`config.mk`:
```
export PLATFORM = sky130hd
export DESIGN_NAME = seg7_scan_ctrl_flat
export DESIGN_NICKNAME = d
export VERILOG_FILES = /design/src/rtl/seg7_pkg.sv /design/src/rtl/seg7_scan_ctrl_if.sv /design/src/rtl/hex_to_seg7.sv /design/src/rtl/seg7_scan_ctrl.sv /design/src/flat_wrapper.sv
export SDC_FILE = /design/constraint.sdc
export NUM_CORES = 1
export LEC_CHECK = 0
export CELL_PAD_IN_SITES_DETAIL_PLACEMENT = 0
export CELL_PAD_IN_SITES_GLOBAL_PLACEMENT = 2
export CORE_AREA = 2 2 128 130
export CTS_CLUSTER_SIZE = 25
export DETAILED_ROUTE_END_ITERATION = 10
export DIE_AREA = 0 0 130 132
export GPL_TIMING_DRIVEN = 0
export PLACE_DENSITY = 0.84
export RECOVER_POWER = 100
export SLEW_MARGIN = 10
export SYNTH_ARGS = -nofsm -noshare
export SYNTH_HDL_FRONTEND = slang
export SYNTH_SLANG_ARGS = --single-unit
```
`constraint.sdc`:
```
create_clock -name clk -period 3.9 [get_ports clk]
set_input_delay 0.78 -clock clk [delete_from_list [all_inputs] [get_ports clk]]
set_output_delay 0.78 -clock clk [all_outputs]
set_load 0.02 [all_outputs]
```
`src/rtl/seg7_pkg.sv`:
```
// Shared 7-segment constants and helpers.
// Used by the scan controller and any other display block.
package seg7_pkg;

    localparam int MAX_DIGITS = 16;

    // Segment patterns, bit order {a,b,c,d,e,f,g}
    localparam logic [6:0] SEG_TABLE [16] = '{
        7'h7E, 7'h30, 7'h6D, 7'h79,
        7'h33, 7'h5B, 7'h5F, 7'h70,
        7'h7F, 7'h7B, 7'h77, 7'h1F,
        7'h4E, 7'h3D, 7'h4F, 7'h47
    };

    localparam logic [7:0] SEG_BLANK = 8'h00;

    // Bit d set when nibble d and all nibbles above it are zero.
    // The rightmost digit is never flagged.
    function automatic logic [MAX_DIGITS-1:0] lead_zero_mask(
        input logic [4*MAX_DIGITS-1:0] data,
        input int                      n_digits,
        input logic                    en
    );
        logic                  run;
        logic [MAX_DIGITS-1:0] mask;
        run  = 1'b1;
        mask = '0;
        for (int d = MAX_DIGITS - 1; d >= 0; d--) begin
            if (d < n_digits) begin
                run     = run & (data[4*d +: 4] == 4'h0);
                mask[d] = en & run & (d != 0);
            end
        end
        return mask;
    endfunction

endpackage

```
`src/rtl/seg7_scan_ctrl_if.sv`:
```
// Display register side and pin side of the scan controller.
// master = CPU/register side, slave = the controller.
interface seg7_scan_ctrl_if #(
    parameter int N_DIGITS = 8
);
    logic [4*N_DIGITS-1:0] data;
    logic [N_DIGITS-1:0]   dp;
    logic [N_DIGITS-1:0]   digit_en;
    logic                  lzb;
    logic [3:0]            bright;
    logic [N_DIGITS-1:0]   num_scan_select;
    logic [7:0]            num_seg7;

    modport master (
        output data, dp, digit_en, lzb, bright,
        input  num_scan_select, num_seg7
    );

    modport slave (
        input  data, dp, digit_en, lzb, bright,
        output num_scan_select, num_seg7
    );
endinterface

```
`src/rtl/hex_to_seg7.sv`:
```
// Hex nibble plus decimal point to {dp,a,b,c,d,e,f,g}.
// Pure combinational, active-high segments.
import seg7_pkg::*;

module hex_to_seg7 (
    input  logic [3:0] nibble,
    input  logic       dp,
    output logic [7:0] seg
);
    assign seg = {dp, SEG_TABLE[nibble]};
endmodule

```
`src/rtl/seg7_scan_ctrl.sv`:
```
// Multiplexed 7-segment scan driver with blanking guard, PWM dimming,
// per-digit enable/dp, leading-zero blanking and per-frame snapshot.
import seg7_pkg::*;

module seg7_scan_ctrl #(
    parameter int N_DIGITS       = 8,
    parameter int DIV_CNT        = 150000,
    parameter int BLANK_CYC      = 1000,
    parameter bit SEG_ACTIVE_LOW = 1'b0
) (
    input  logic             clk,
    input  logic             rst,
    seg7_scan_ctrl_if.slave  bus
);
    localparam int TW = $clog2(DIV_CNT);
    localparam int SW = (N_DIGITS > 1) ? $clog2(N_DIGITS) : 1;
    localparam int DW = 4 * N_DIGITS;
    localparam logic [7:0] POL = {8{SEG_ACTIVE_LOW}};
    localparam logic [7:0] OFF = SEG_BLANK ^ POL;

    logic [TW-1:0]       tick_cnt;
    logic [SW-1:0]       slot;
    logic [3:0]          pwm_cnt;
    logic [DW-1:0]       snap_data;
    logic [N_DIGITS-1:0] snap_dp;
    logic [N_DIGITS-1:0] snap_en;
    logic                snap_lzb;
    logic [3:0]          snap_bright;

    logic [DW-1:0]         cur_data;
    logic [N_DIGITS-1:0]   cur_dp;
    logic [N_DIGITS-1:0]   cur_en;
    logic                  cur_lzb;
    logic [3:0]            cur_bright;
    logic [MAX_DIGITS-1:0] lz_mask;
    logic [SW-1:0]         dig;
    logic [3:0]            nibble;
    logic [7:0]            dec_seg;
    logic                  frame_start;
    logic                  lit;
    logic [N_DIGITS-1:0]   sel_q;
    logic [7:0]            seg_q;

    assign frame_start = (tick_cnt == '0) && (slot == '0);

    always_ff @(posedge clk) begin
        if (rst) begin
            tick_cnt <= '0;
            slot     <= '0;
            pwm_cnt  <= '0;
        end else begin
            pwm_cnt <= pwm_cnt + 4'd1;
            if (tick_cnt == TW'(DIV_CNT - 1)) begin
                tick_cnt <= '0;
                if (slot == SW'(N_DIGITS - 1))
                    slot <= '0;
                else
                    slot <= slot + SW'(1);
            end else begin
                tick_cnt <= tick_cnt + TW'(1);
            end
        end
    end

    always_ff @(posedge clk) begin
        if (rst) begin
            snap_data   <= '0;
            snap_dp     <= '0;
            snap_en     <= '0;
            snap_lzb    <= 1'b0;
            snap_bright <= '0;
        end else if (frame_start) begin
            snap_data   <= bus.data;
            snap_dp     <= bus.dp;
            snap_en     <= bus.digit_en;
            snap_lzb    <= bus.lzb;
            snap_bright <= bus.bright;
        end
    end

    // The frame-start cycle already renders the values being latched.
    always_comb begin
        cur_data   = snap_data;
        cur_dp     = snap_dp;
        cur_en     = snap_en;
        cur_lzb    = snap_lzb;
        cur_bright = snap_bright;
        if (frame_start) begin
            cur_data   = bus.data;
            cur_dp     = bus.dp;
            cur_en     = bus.digit_en;
            cur_lzb    = bus.lzb;
            cur_bright = bus.bright;
        end
    end

    always_comb begin
        dig     = SW'(N_DIGITS - 1) - slot;
        nibble  = cur_data[{dig, 2'b00} +: 4];
        lz_mask = lead_zero_mask(64'(cur_data), N_DIGITS, cur_lzb);
        lit     = (tick_cnt >= TW'(BLANK_CYC))
                && (pwm_cnt <= cur_bright)
                && cur_en[dig]
                && !lz_mask[dig];
    end

    hex_to_seg7 u_dec (
        .nibble (nibble),
        .dp     (cur_dp[dig]),
        .seg    (dec_seg)
    );

    always_ff @(posedge clk) begin
        if (rst || !lit) begin
            sel_q <= '1;
            seg_q <= OFF;
        end else begin
            sel_q <= ~(N_DIGITS'(1) << dig);
            seg_q <= dec_seg ^ POL;
        end
    end

    assign bus.num_scan_select = sel_q;
    assign bus.num_seg7        = seg_q;

endmodule

```
`src/flat_wrapper.sv`:
```
// flat-port wrapper written by rule: the top's interface ports become plain ports
module seg7_scan_ctrl_flat 
#(
    parameter int N_DIGITS       = 8,
    parameter int DIV_CNT        = 150000,
    parameter int BLANK_CYC      = 1000,
    parameter bit SEG_ACTIVE_LOW = 1'b0
)
  (clk, rst, bus_data, bus_dp, bus_digit_en, bus_lzb, bus_bright, bus_num_scan_select, bus_num_seg7);
  seg7_scan_ctrl_if #(.N_DIGITS(N_DIGITS)) bus_i ();
  input  logic clk;
  input  logic rst;
  input wire logic [$bits(bus_i.data)-1:0] bus_data;
  input wire logic [$bits(bus_i.dp)-1:0] bus_dp;
  input wire logic [$bits(bus_i.digit_en)-1:0] bus_digit_en;
  input wire logic [$bits(bus_i.lzb)-1:0] bus_lzb;
  input wire logic [$bits(bus_i.bright)-1:0] bus_bright;
  output wire logic [$bits(bus_i.num_scan_select)-1:0] bus_num_scan_select;
  output wire logic [$bits(bus_i.num_seg7)-1:0] bus_num_seg7;
  assign bus_i.data = bus_data;
  assign bus_i.dp = bus_dp;
  assign bus_i.digit_en = bus_digit_en;
  assign bus_i.lzb = bus_lzb;
  assign bus_i.bright = bus_bright;
  assign bus_num_scan_select = bus_i.num_scan_select;
  assign bus_num_seg7 = bus_i.num_seg7;
  seg7_scan_ctrl #(.N_DIGITS(N_DIGITS), .DIV_CNT(DIV_CNT), .BLANK_CYC(BLANK_CYC), .SEG_ACTIVE_LOW(SEG_ACTIVE_LOW)) u_core (.clk(clk), .rst(rst), .bus(bus_i));
endmodule
```
==> flow_summary.yaml <==
synthesis:
  yosys_warnings: 0
  synth_area_leaders: "dfxtp_1, mux4_2, mux2i_1, nand2_1, ha_1"
  synth_fp_nets: 580
  synth_top_area_frac: 0.401
  synth.avg_cell_area_um2: 9.28
  syn_area_mm2: 0.00469
  yosys.area.top_type: "dfxtp_1"
  async_reset_ff_frac: 0
  synthCells: 505
  synth.distinct_cells: 63
  synth_flop_cell: "dfxtp_1"
  synth_edf_count: 0
  seq_area_frac_synth: 0.401
  yosys_register_bits: 94
finish:
  final_nets: 668
  nFillCells: 1594
  drive_gt1_frac: 0.120
  finish.utilization: 0.387
  area_growth_pct: 29.8
  num_antenna_cells: 0
pwr:
  power_density_mw_per_mm2: 412
  clkPwrFrac: 0.378
  ir_worst_vdd_mv: 0.236
  switching_share: 0.265
  p_int_mw: 1.84
  switching_power_mw: 0.664
  power_frac_comb: 0.203
  sequentialPowerShare: 0.419
  p_leak_nw: 2.35
status:
  status: "completed"
clocking:
  cts_num_sinks: 94
  tritoncts: "built"
  clk_latency_ns: 0.35
  numCtsBuffers: 9
  htree_levels: 3
  path_clk_slew_ns: 0.07
  root_buffer: "clkbuf_16"
  cts_buffer_depth: 2
die:
  die_w_um: 130
  io_pins: 71
  core-area_mm2: 0.0157
  die-area_mm2: 0.0172
  rows: 46
  start_util: 0.298
  die_height_um: 132
min_path:
  hp-class: "reg2reg"
timing:
  slew-limit-headroom: 0.524
  rsz0062_at_grt: "no"
  setup_violations: 0
  tightest_slew_ns: 0.714
  fin_skew_ns: 0.00929
  fin_hold_ws_ns: 0.459
  period_minus_slack_ns: 3.67
  fmax_ghz: 0.272
  slew_viol_final: 0
  setup_ws_ns: 0.225
  tns_ns: 0
  period_share: 0.942
  hold_viol: 0
route:
  firstDrtPassIters: 4
  drc: 0
  vias: 3960
  wl_um: 13100
  drt-vias-per-instance: 4.86
  ant_nets: 0
  drt_iter0_drc: 207
  wl_per_cell_um: 16.2
place:
  dpl.hpwl_um: 10100
  port_buffers: 69
  place.gp.congestion: 0.852
  place_ws_ns: -1.06
setup_path:
  worstPathRequired_ns: 4.14
  r2r_setup_slack_ns: 0.23
  crit_path_end_kind: "register"
  crit_arrival_ns: 3.91
  crit_type: "reg2reg"
  critPathLaunchType: "register"
  cp_max_fo: 11
global_route:
  grt_pass1_vias: 4041
  grt_pass1_wl_um: 21100
  grt.overflow.total: 0
  track_usage: 0.158
  antenna_found_initial: 0
  grt_max_degree: 20
run:
  cap_viol_max_count: 0
-- final timing paths --
| kind | from | endpoint | depth (start not counted) |
|---|---|---|---|
| worst min-delay path | u_core.snap_data[0] | u_core.snap_data[0] | 2 |
| worst max register to register | u_core.slot[1] | u_core.bus.num_seg7[6] | 17 |
| worst max-delay path | u_core.slot[1] | u_core.bus.num_seg7[6] | 17 |
| worst min register to register | u_core.snap_data[0] | u_core.snap_data[0] | 2 |
-- through the flow --
stage	total power, mW	area, µm²	instances
5_1_grt	2.63	6080	814
4_1_cts	2.53	6030	806
2_1_floorplan	1.40	4690	505
6_report	2.51	6080	814
3_3_place_gp	1.56	5660	790
3_5_place_dp	1.57	5660	790
-- power by group through the flow --
stage,logic (mW),registers (mW),clock network [mW]
floorplan,0.337,1.06,0
global placement,0.488,1.07,0
detailed placement,0.496,1.07,0
CTS,0.505,1.05,0.978
global route,0.558,1.06,1.01
finish,0.509,1.05,0.947
-- cell type report --
class	count	area [µm²]	area share
Clock buffer	13	250	0.0411
Sequential cell	94	1890	0.310
Inverter	16	62.6	0.0103
Buffer	25	150	0.0247
Multi-Input combinational cell	368	2640	0.434
Tap cell	216	270	0.0444
Timing Repair Buffer	79	758	0.125
Clock inverter	3	67.6	0.0111
-- synth_stat cells, drive strengths merged, types with 3 or more instances --
master	number
a211oi	4
a21oi	39
a221oi	3
a22oi	3
and2	3
and3	4
buf	11
clkbuf	16
dfxtp	94
ha	20
inv	14
mux2i	30
mux4	17
nand2	72
nand3	14
nand4	7
nor2	63
nor3	5
nor4	16
o211ai	3
o21ai	9
or3	11
xnor2	7
xor2	9
-- layout by cell type (no fill, tap or decap), drive strengths merged, types with 3 or more instances in the layout --
| cell | netlist | layout |
|---|---|---|
| a211oi | 4 | 4 |
| a21oi | 39 | 39 |
| a221oi | 3 | 3 |
| a22oi | 3 | 3 |
| and2 | 3 | 3 |
| and3 | 4 | 4 |
| buf | 11 | 14 |
| clkbuf | 16 | 34 |
| clkdlybuf4s50 | 0 | 53 |
| dfxtp | 94 | 94 |
| dlygate4sd3 | 0 | 16 |
| ha | 20 | 20 |
| inv | 14 | 15 |
| mux2i | 30 | 30 |
| mux4 | 17 | 17 |
| nand2 | 72 | 72 |
| nand3 | 14 | 14 |
| nand4 | 7 | 7 |
| nor2 | 63 | 63 |
| nor3 | 5 | 5 |
| nor4 | 16 | 16 |
| o211ai | 3 | 3 |
| o21ai | 9 | 9 |
| or3 | 11 | 11 |
| xnor2 | 7 | 7 |
| xor2 | 9 | 9 |
-- kinds of logic after synthesis --
| family | after synthesis | synth area share |
|---|---|---|
| flip-flops | 94 | 0.401 |
| AND/OR/NAND/NOR | 207 | 0.214 |
| XOR/XNOR | 16 | 0.0299 |
| multiplexers | 48 | 0.148 |
| adder cells (fa/ha/maj) | 20 | 0.0534 |
| AO/OA/AOI/OAI | 77 | 0.112 |
| buffers and inverters | 43 | 0.0408 |
-- per-layer routing --
layer / up-vias / part of all wire / global-route usage
met5: - / 0 / 0
met1: 1877 / 0.44 / 0.198
met4: 0 / 0.013 / 0.0430
met2: 103 / 0.50 / 0.266
li1: 1968 / - / -
met3: 12 / 0.053 / 0.0402
-- state kept, by name, summed over array words and instances, names as in the netlist --
signal / cells
u_core.pwm_cnt: 4
u_core.bus.num_scan_select: 8
u_core.snap_data: 32
u_core.snap_lzb: 1
u_core.bus.num_seg7: 8
u_core.tick_cnt: 18
u_core.snap_dp: 8
u_core.slot: 3
u_core.snap_bright: 4
u_core.snap_en: 8
-- worst max-delay path: stages (launching register included) --
cell and delay [ns]:
dfxtp_4 0.39, inv_2 0.11, buf_8 0.18, ha_2 0.22
nor4bb_4 0.21, nand4_1 0.20, nor2_4 0.21, mux2i_1 0.27
ha_1 0.28, nor2b_1 0.13, o21ai_0 0.14, nand2b_1 0.07
a21oi_1 0.13, a41oi_1 0.06, nor3_2 0.28, nand3_2 0.16
buf_6 0.19, nor4_1 0.32
-- timing repair --
action,4_1_cts,5_1_grt
setup buffers,2,8
hold endpoints to repair,0,0
hold buffers,0,0
endpoints found under the setup margin,16,12
resized for setup,19,4
pin swaps,2,3
Power figures use the tool's default switching activity.
